[src/rtl/cordic_vectoring.sv]
// rtl/cordic_vectoring.sv - iterative CORDIC vectoring engine: (x, y) -> gain-scaled magnitude and phase

module cordic_vectoring #(
    parameter int NUM_STAGES = 13,
    parameter int WIDTH      = 32
) (
    input  logic                    clk,
    input  logic                    rst,
    input  logic                    in_valid,
    output logic                    in_ready,
    input  logic signed [WIDTH-1:0] x_in,
    input  logic signed [WIDTH-1:0] y_in,
    output logic                    out_valid,
    input  logic                    out_ready,
    output logic [WIDTH:0]          mag_out,
    output logic signed [WIDTH-1:0] angle_out
);

    localparam int  CNT_W = $clog2(NUM_STAGES + 1);
    localparam int  DW    = WIDTH + 2;
    localparam real PI    = 3.14159265358979323846;

    typedef enum logic [1:0] {IDLE, ITER, DONE} state_t;

    // Taylor series is only used for arguments <= 0.5, where it converges fast.
    function automatic real atan_series(input real v);
        real term;
        real sum;
        sum  = 0.0;
        term = v;
        for (int k = 0; k < 60; k++) begin
            sum  = sum + term / real'(2 * k + 1);
            term = -term * v * v;
        end
        return sum;
    endfunction

    function automatic logic [NUM_STAGES-1:0][WIDTH-1:0] build_atan();
        logic [NUM_STAGES-1:0][WIDTH-1:0] t;
        real    a;
        longint r;
        for (int i = 0; i < NUM_STAGES; i++) begin
            a    = (i == 0) ? PI / 4.0 : atan_series(1.0 / (2.0 ** i));
            r    = longint'(a / PI * (2.0 ** (WIDTH - 1)));
            t[i] = WIDTH'(r);
        end
        return t;
    endfunction

    localparam logic [NUM_STAGES-1:0][WIDTH-1:0] ATAN = build_atan();

    state_t                 state;
    state_t                 state_next;
    logic signed [DW-1:0]   x;
    logic signed [DW-1:0]   y;
    logic [WIDTH-1:0]       z;
    logic [CNT_W-1:0]       cnt;
    logic                   zero_flag;

    logic signed [DW-1:0]   x_ext;
    logic signed [DW-1:0]   y_ext;
    logic signed [DW-1:0]   x_shift;
    logic signed [DW-1:0]   y_shift;
    logic [WIDTH-1:0]       atan_cur;
    logic                   last_iter;

    always_comb begin
        x_ext     = {{2{x_in[WIDTH-1]}}, x_in};
        y_ext     = {{2{y_in[WIDTH-1]}}, y_in};
        x_shift   = x >>> cnt;
        y_shift   = y >>> cnt;
        atan_cur  = ATAN[cnt];
        last_iter = (cnt == CNT_W'(NUM_STAGES - 1));
    end

    always_ff @(posedge clk) begin
        if (rst) begin
            state <= IDLE;
        end else begin
            state <= state_next;
        end
    end

    always_comb begin
        state_next = state;
        in_ready   = 1'b0;
        out_valid  = 1'b0;
        mag_out    = '0;
        angle_out  = '0;
        case (state)
            IDLE: begin
                in_ready = 1'b1;
                if (in_valid) state_next = ITER;
            end
            ITER: begin
                if (last_iter) state_next = DONE;
            end
            DONE: begin
                out_valid = 1'b1;
                if (!zero_flag) begin
                    mag_out   = x[WIDTH:0];
                    angle_out = z;
                end
                if (out_ready) state_next = IDLE;
            end
            default: state_next = IDLE;
        endcase
    end

    // Left half-plane inputs are folded by pi so iterations only cover +-pi/2.
    always_ff @(posedge clk) begin
        if (rst) begin
            x         <= '0;
            y         <= '0;
            z         <= '0;
            cnt       <= '0;
            zero_flag <= 1'b0;
        end else begin
            case (state)
                IDLE: begin
                    if (in_valid) begin
                        if (x_in[WIDTH-1]) begin
                            x <= -x_ext;
                            y <= -y_ext;
                            z <= {1'b1, {(WIDTH-1){1'b0}}};
                        end else begin
                            x <= x_ext;
                            y <= y_ext;
                            z <= '0;
                        end
                        zero_flag <= (x_in == '0) && (y_in == '0);
                        cnt       <= '0;
                    end
                end
                ITER: begin
                    if (!y[DW-1]) begin
                        x <= x + y_shift;
                        y <= y - x_shift;
                        z <= z + atan_cur;
                    end else begin
                        x <= x - y_shift;
                        y <= y + x_shift;
                        z <= z - atan_cur;
                    end
                    cnt <= cnt + CNT_W'(1);
                end
                default: ;
            endcase
        end
    end

endmodule

[config.mk]
export PLATFORM = sky130hd
export DESIGN_NAME = cordic_vectoring
export DESIGN_NICKNAME = d
export VERILOG_FILES = /design/src/rtl/cordic_vectoring.sv
export SDC_FILE = /design/constraint.sdc
export NUM_CORES = 1
export LEC_CHECK = 0
export ABC_CLOCK_PERIOD_IN_PS = 9600
export CORE_ASPECT_RATIO = 0.7
export CORE_MARGIN = 2
export CORE_UTILIZATION = 45
export CTS_CLUSTER_DIAMETER = 200
export DETAILED_ROUTE_END_ITERATION = 8
export PLACE_DENSITY = 0.73
export SETUP_SLACK_MARGIN = 0.15
export SLEW_MARGIN = 10
export SYNTH_ARGS = -nofsm -noshare
export SYNTH_HDL_FRONTEND = slang
export SYNTH_SLANG_ARGS = --single-unit
[constraint.sdc]
create_clock -name clk -period 9.6 [get_ports clk]
set_input_delay 1.44 -clock clk [delete_from_list [all_inputs] [get_ports clk]]
set_output_delay 1.44 -clock clk [all_outputs]
set_load 0.03 [all_outputs]
==> results.json, run 1 <==
{
  "cts.htree.levels": 4,
  "post-place-ws_ns": 2.894,
  "drive_gt1_frac": 0.07470,
  "grt_pass1_vias": 16590,
  "synth_area_sq_um": 17410,
  "netlist_instances": 2303,
  "routed_via_density": 6.362,
  "wire_per_inst_microns": 21.33,
  "fin_ws_ns": 2.737,
  "place_congestion": 0.9637,
  "power.switching_mw": 3.168,
  "seq_area_frac_synth": 0.1576,
  "outcome": "finished clean",
  "postCtsSetupBuffers": 0,
  "synth_area_per_cell_sq_um": 7.558,
  "swShare": 0.5212,
  "holdCritPathClass": "reg -> reg",
  "clkTransAtPathRegs_ns": 0.07,
  "start_util": 0.4546,
  "skew_ns": 0.01952,
  "worstHoldStart": "z[29]",
  "path_class": "reg -> reg",
  "power_frac_seq": 0.168,
  "cts_tree": "built",
  "grt_overflow": 0,
  "die-area_sq_um": 40300,
  "max_stage_delay_ns": 0.75,
  "slowest_stage": "dfxtp_4",
  "antenna_found_initial": 0,
  "critPathCaptureType": "flop",
  "fin_crit_ns": 6.863,
  "grt_max_degree": 79,
  "cts_sinks": 137,
  "cts_root_buf": "clkbuf_16",
  "syn_to_final_growth_pct": 12.46,
  "p_leak_nw": 7.637,
  "ctsHoldBuffers": 0,
  "n_antenna_cell": 0,
  "pwr_density_cell_nw_per_um2": 310.5,
  "pwr-share-comb": 0.718,
  "synth_warnings": 0,
  "drv_slew": 0,
  "synthArstFlopShare": 0,
  "crit_chain": "buf_4, mux4_2, mux2_2, or2_1, o32ai_1, and3_4, nand2_1, or4b_1, nor2_1, nor2_1, xor2_1, ha_1, nand2_1, o21ai_0, a221o_1, a221oi_1, o21ai_0, o21ai_0, mux2_2, a21oi_1",
  "synth-edff-count": 0,
  "clock_latency_ns": 0.47,
  "cts_resized": 0,
  "synth_cell_types": 93,
  "max_cap_violations": 0,
  "synth_ff_type": "dfxtp_1",
  "clkPwrFrac": 0.114,
  "io_buffers": 134,
  "drc": 0,
  "cp-start-kind": "flop",
  "final.period_utilization": 0.7149,
  "irDropWorstVdd_mv": 0.1784,
  "grt_pass1_wl_microns": 94850,
  "vias": 18140,
  "drtPass1Iterations": 8,
  "synth_nets": 2486,
  "rows": 60,
  "synth_seq_cells": 137,
  "num-nets-final": 2526,
  "finalSetupViolCount": 0,
  "rsz0062_at_grt": "no",
  "crit_fanout": 40,
  "crit_top_cell": "o21ai_0",
  "crit_required_ns": 9.99,
  "max_slew_margin": 0.1951,
  "core_sq_um": 38290,
  "hold_viol_final": 0,
  "die_y_microns": 168.6,
  "wl_microns": 60830,
  "die_w_microns": 239.1,
  "fmax_ghz": 0.1457,
  "place_hpwl_microns": 45850,
  "clock_path_buffers": 2,
  "drtIter0Drc": 1993,
  "critical_path_arrival_ns": 7.26,
  "grt_usage": 0.2971,
  "rr_startpoint": "cnt[1]",
  "numCtsBuffers": 17,
  "worstMarginPinSlew_ns": 1.203,
  "pin_count": 135,
  "internal-power_mw": 2.910,
  "tns_ns": 0,
  "ant_nets": 0,
  "crit_start": "cnt[1]"
}
==> per-layer routing <==
layer | GRT usage | wire [microns] | vias to the layer above
li1 | - | - | 8561
met2 | 0.4142 | 24290 | 878
met5 | 0 | 0 | -
met4 | 0.05924 | 684 | 0
met1 | 0.4600 | 29600 | 8638
met3 | 0.06605 | 6254 | 67
==> power groups by stage <==
stage / clock, mW / sequential (mW) / combinational (mW)
2_1_floorplan: 0 / 0.852 / 3.37
3_3_place_gp: 0 / 1.00 / 4.14
3_5_place_dp: 0 / 1.01 / 4.21
4_1_cts: 0.703 / 0.997 / 4.26
5_1_grt: 0.726 / 1.03 / 4.79
6_report: 0.691 / 1.02 / 4.37
==> cells in the mapped netlist, types with 16 or more instances <==
master,n,share of area
nor2_1,253,0.055
a21oi_1,217,0.062
nand2_1,211,0.046
dfxtp_1,137,0.16
o21ai_0,136,0.039
xnor2_1,114,0.057
ha_1,112,0.081
xor2_1,95,0.048
clkbuf_1,82,0.018
and2_1,80,0.029
mux2i_1,62,0.036
inv_1,57,0.012
a211oi_1,56,0.024
mux4_2,54,0.070
nand3_1,49,0.014
nor3_1,40,0.012
a21o_1,34,0.015
nand2b_1,32,0.012
a31oi_1,31,0.011
buf_1,27,0.0058
o21a_1,27,0.012
mux2_2,23,0.015
o22ai_1,23,0.0083
o31ai_1,23,0.0099
nor2b_1,21,0.0075
a2111oi_0,19,0.0096
and3_1,16,0.0058
or3_1,16,0.0058
==> cell families (layout without fill, tap and decap cells) <==
| group | after synthesis | after routing | share of synthesized area |
|---|---|---|---|
| fa+ha+maj | 115 | 115 | 0.08396 |
| xor+xnor | 210 | 210 | 0.1065 |
| simple gates | 801 | 801 | 0.2212 |
| compound gates | 705 | 705 | 0.2609 |
| mux | 142 | 142 | 0.1233 |
| flops | 137 | 137 | 0.1576 |
| buf+inv | 193 | 246 | 0.04651 |
==> metrics by stage <==
step           hold slack, ns  total power, mW  std cells  utilization  area, sq um
2_1_floorplan          0.4451            4.219       2303            -        17410
3_3_place_gp           0.4667            5.148       2820       0.4951        18960
3_5_place_dp           0.4797            5.220       2820       0.4951        18960
4_1_cts                0.4879            5.957       2852       0.5109        19560
5_1_grt                0.5032            6.547       2852       0.5113        19580
6_report               0.4813            6.077       2852       0.5113        19580
==> worst paths after layout <==
kind / to / cells past startpoint / slack [ns]
setup reg to reg: x[30] / 20 / 2.74
hold / removal: z[29] / 2 / 0.48
setup / recovery: x[30] / 20 / 2.74
hold reg to reg: z[29] / 2 / 0.48
==> cell type report <==
| type | instances | area, sq um |
|---|---|---|
| fillers | 3677 | 18710 |
| clock inverters | 15 | 181.4 |
| multi-input cells | 1973 | 13890 |
| flip-flops and latches | 137 | 2754 |
| well taps | 496 | 620.6 |
| inverters | 61 | 229.0 |
| repair buffers | 153 | 1476 |
| clock buffers | 17 | 425.4 |
==> worst max-delay path, delay by kind of cell (launching register included) <==
kind,cells,cell delay [ns]
buf+inv,1,0.59
compound gates,7,2.10
flops,1,0.75
fa+ha+maj,1,0.35
xor+xnor,1,0.21
mux,3,1.29
simple gates,7,1.47
==> registers in the layout, summed over array words and instances (netlist names) <==
register,flops
x,34
state,2
y,34
cnt,4
atan_cur,30
z,32
zero_flag,1
==> placed cells by master (no fill, tap or decap), types with 62 or more instances in the layout <==
cell	count
nor2_1	252
a21oi_1	217
nand2_1	210
o21ai_0	136
dfxtp_1	132
clkdlybuf4s50_1	132
xnor2_1	114
ha_1	112
xor2_1	95
and2_1	79
mux2i_1	62
Note: power is estimated with default switching activity, not from simulation.
==> run 2, diff against run 1 <==
Settings changed: ABC_CLOCK_PERIOD_IN_PS 9600 to 5700, PLACE_DENSITY 0.73 to 0.76.
Clock period 9.6 ns to 5.7 ns, I/O delays scaled along.
==> run 2 against run 1 <==
  * Clock-buffer cell count unchanged
  * Sequential share of layout area decreased by 0.84 points
  * Worst hold slack got worse by 0.0019 ns
  * Setup slack got worse by 2.5 ns
  * Power increased by 88%
  * Via count increased by 4.1%
  * Wire length increased by 5.5%
  * Die area unchanged
  * Cell area increased by 6.5%
  * First-iteration DRC count increased by 18%
  * Critical endpoint unchanged
==> results.json, run 2 (synthesis gave the netlist of run 1 again) <==
{
  "outcome": "finished clean",
  "clkPwrFrac": 0.105,
  "place_congestion": 1.011,
  "mostFrequentLayoutCells": "nor2_1 (250), a21oi_1 (209), nand2_1 (207)",
  "wl_microns": 64150,
  "power.switching_mw": 5.850,
  "grt_overflow": 0,
  "critPathCaptureType": "flop",
  "drv_slew": 0,
  "cts.htree.levels": 4,
  "antenna_found_initial": 0,
  "final.period_utilization": 0.9572,
  "max_cap_violations": 0,
  "worstMarginPinSlew_ns": 1.231,
  "clock_path_buffers": 2,
  "rows": 60,
  "swShare": 0.5108,
  "fin_cells": 2970,
  "rsz0062_at_grt": "yes",
  "crit_required_ns": 6.08,
  "cts_root_buf": "clkbuf_16",
  "r2r_setup_slack_ns": 0.24,
  "fin_crit_ns": 5.456,
  "num-nets-final": 2643,
  "critical_path_arrival_ns": 5.84,
  "routed_via_density": 6.359,
  "numCtsBuffers": 17,
  "max_stage_delay_ns": 0.56,
  "grt_pass1_wl_microns": 99630,
  "grt_usage": 0.3121,
  "cp_top_family": "compound AO/OA/AOI/OAI gates",
  "ant_nets": 0,
  "start_util": 0.4546,
  "rr_startpoint": "cnt[1]",
  "final_cell_area_sq_um": 20840,
  "die_y_microns": 168.6,
  "crit_end": "x[30]",
  "fin_ws_ns": 0.2439,
  "path_depth": 20,
  "drtIter0Drc": 2349,
  "hold_viol_final": 0,
  "r2r-end": "x[30]",
  "place_hpwl_microns": 48310,
  "crit_fanout": 9,
  "clkTransAtPathRegs_ns": 0.07,
  "die_w_microns": 239.1,
  "post_dp_cell_area_sq_um": 19750,
  "fin_util": 0.5443,
  "drc": 0,
  "crit_start": "cnt[1]",
  "p_leak_nw": 8.292,
  "io_buffers": 134,
  "max_slew_margin": 0.1763,
  "pwr_density_cell_nw_per_um2": 549.5,
  "pin_count": 135,
  "power_frac_seq": 0.145,
  "pwr-share-comb": 0.750,
  "ff2ff_path_depth": 20,
  "grt_max_degree": 77,
  "clock_latency_ns": 0.47,
  "vias": 18890,
  "ctsHoldBuffers": 0,
  "irDropWorstVdd_mv": 0.2674,
  "cp-start-kind": "flop",
  "core_sq_um": 38290,
  "dp.cells": 2923,
  "syn_to_final_growth_pct": 19.73,
  "die-area_sq_um": 40300,
  "final_common_cell": "nor2_1",
  "path_buf_inv": 2,
  "grt_pass1_vias": 17570,
  "path_class": "reg -> reg",
  "finalSetupViolCount": 0,
  "post-place-ws_ns": -0.1045,
  "drive_gt1_frac": 0.1383,
  "skew_ns": 0.02174,
  "cts_tree": "built",
  "slowest_stage": "or4b_4",
  "top_regs": "x: 34 flops, y: 34 flops, z: 32 flops",
  "cts_sinks": 137,
  "holdCritPathClass": "reg -> reg",
  "wire_per_inst_microns": 21.60,
  "tns_ns": 0,
  "crit_chain": "buf_8, mux4_2, mux4_2, a211oi_2, and3_4, nand2_1, or4b_4, nand2_1, xnor2_1, ha_2, a21o_1, a21oi_1, o21ai_0, a221o_1, a221oi_2, buf_4, o21ai_1, o21ai_1, mux2_2, a21oi_1",
  "drtPass1Iterations": 6,
  "internal-power_mw": 5.603,
  "fmax_ghz": 0.1833
}
==> run 2: cell types whose count changed in the layout (fill, tap and decap cells not counted), moves of 4 or more <==
cell / before / now
buf_4: 20 / 127
o21ai_0: 136 / 126
o21ai_1: 3 / 13
a21oi_1: 217 / 209
a21oi_2: 0 / 8
a2111oi_0: 19 / 13
a211oi_1: 56 / 51
a2111oi_2: 0 / 4
a211oi_2: 1 / 5
buf_6: 0 / 4
==> run 2: power groups by stage <==
stage | clock, mW | sequential (mW) | combinational, mW
final | 1.20 | 1.66 | 8.59
after global routing | 1.25 | 1.68 | 9.32
after CTS | 1.21 | 1.63 | 8.02
after detailed placement | 0 | 1.64 | 7.90
after global placement | 0 | 1.64 | 7.74
after floorplan | 0 | 1.43 | 5.67
==> run 2: per-layer routing <==
layer | wire [microns] | GRT usage
met5 | 0 | 0
met4 | 1336 | 0.07880
met3 | 6741 | 0.06833
met2 | 25600 | 0.4343
met1 | 30470 | 0.4787
==> run 2: how the worst min path moves through the flow <==
stage	start	endpoint	slack, ns	cells past startpoint
3_5_place_dp	z[27]	z[27]	0.48	2
2_1_floorplan	z[18]	z[18]	0.45	2
4_1_cts	z[27]	z[27]	0.49	2
3_3_place_gp	z[28]	z[28]	0.46	2
5_1_grt	z[26]	z[26]	0.51	2
6_report	z[27]	z[27]	0.48	2
==> run 2: timing repair <==
action	CTS	global route
pin swaps	1	24
resized for setup	12	75
buffers inserted	0	12
cloned	0	2
setup endpoints to repair	12	29
==> run 2: through the flow <==
stage          power, mW  hold WS [ns]
2_1_floorplan      7.105        0.4451
4_1_cts            10.85        0.4871
3_3_place_gp       9.379        0.4620
6_report           11.45        0.4794
5_1_grt            12.25        0.5094
3_5_place_dp       9.537        0.4776
==> run 2: worst min-delay path, stage by stage (launching register included) <==
cell and delay (ns):
dfxtp_1 0.32, nand2_1 0.05, o21ai_0 0.06
==> run 2: area by class of cell <==
class	count	area, sq um
fillers	3594	17450
diodes	1	2.502
flip-flops and latches	137	2756
well taps	496	620.6
multi-input cells	1973	14170
clock buffers	17	425.4
inverters	61	229.0
repair buffers	270	2450
clock inverters	15	191.4
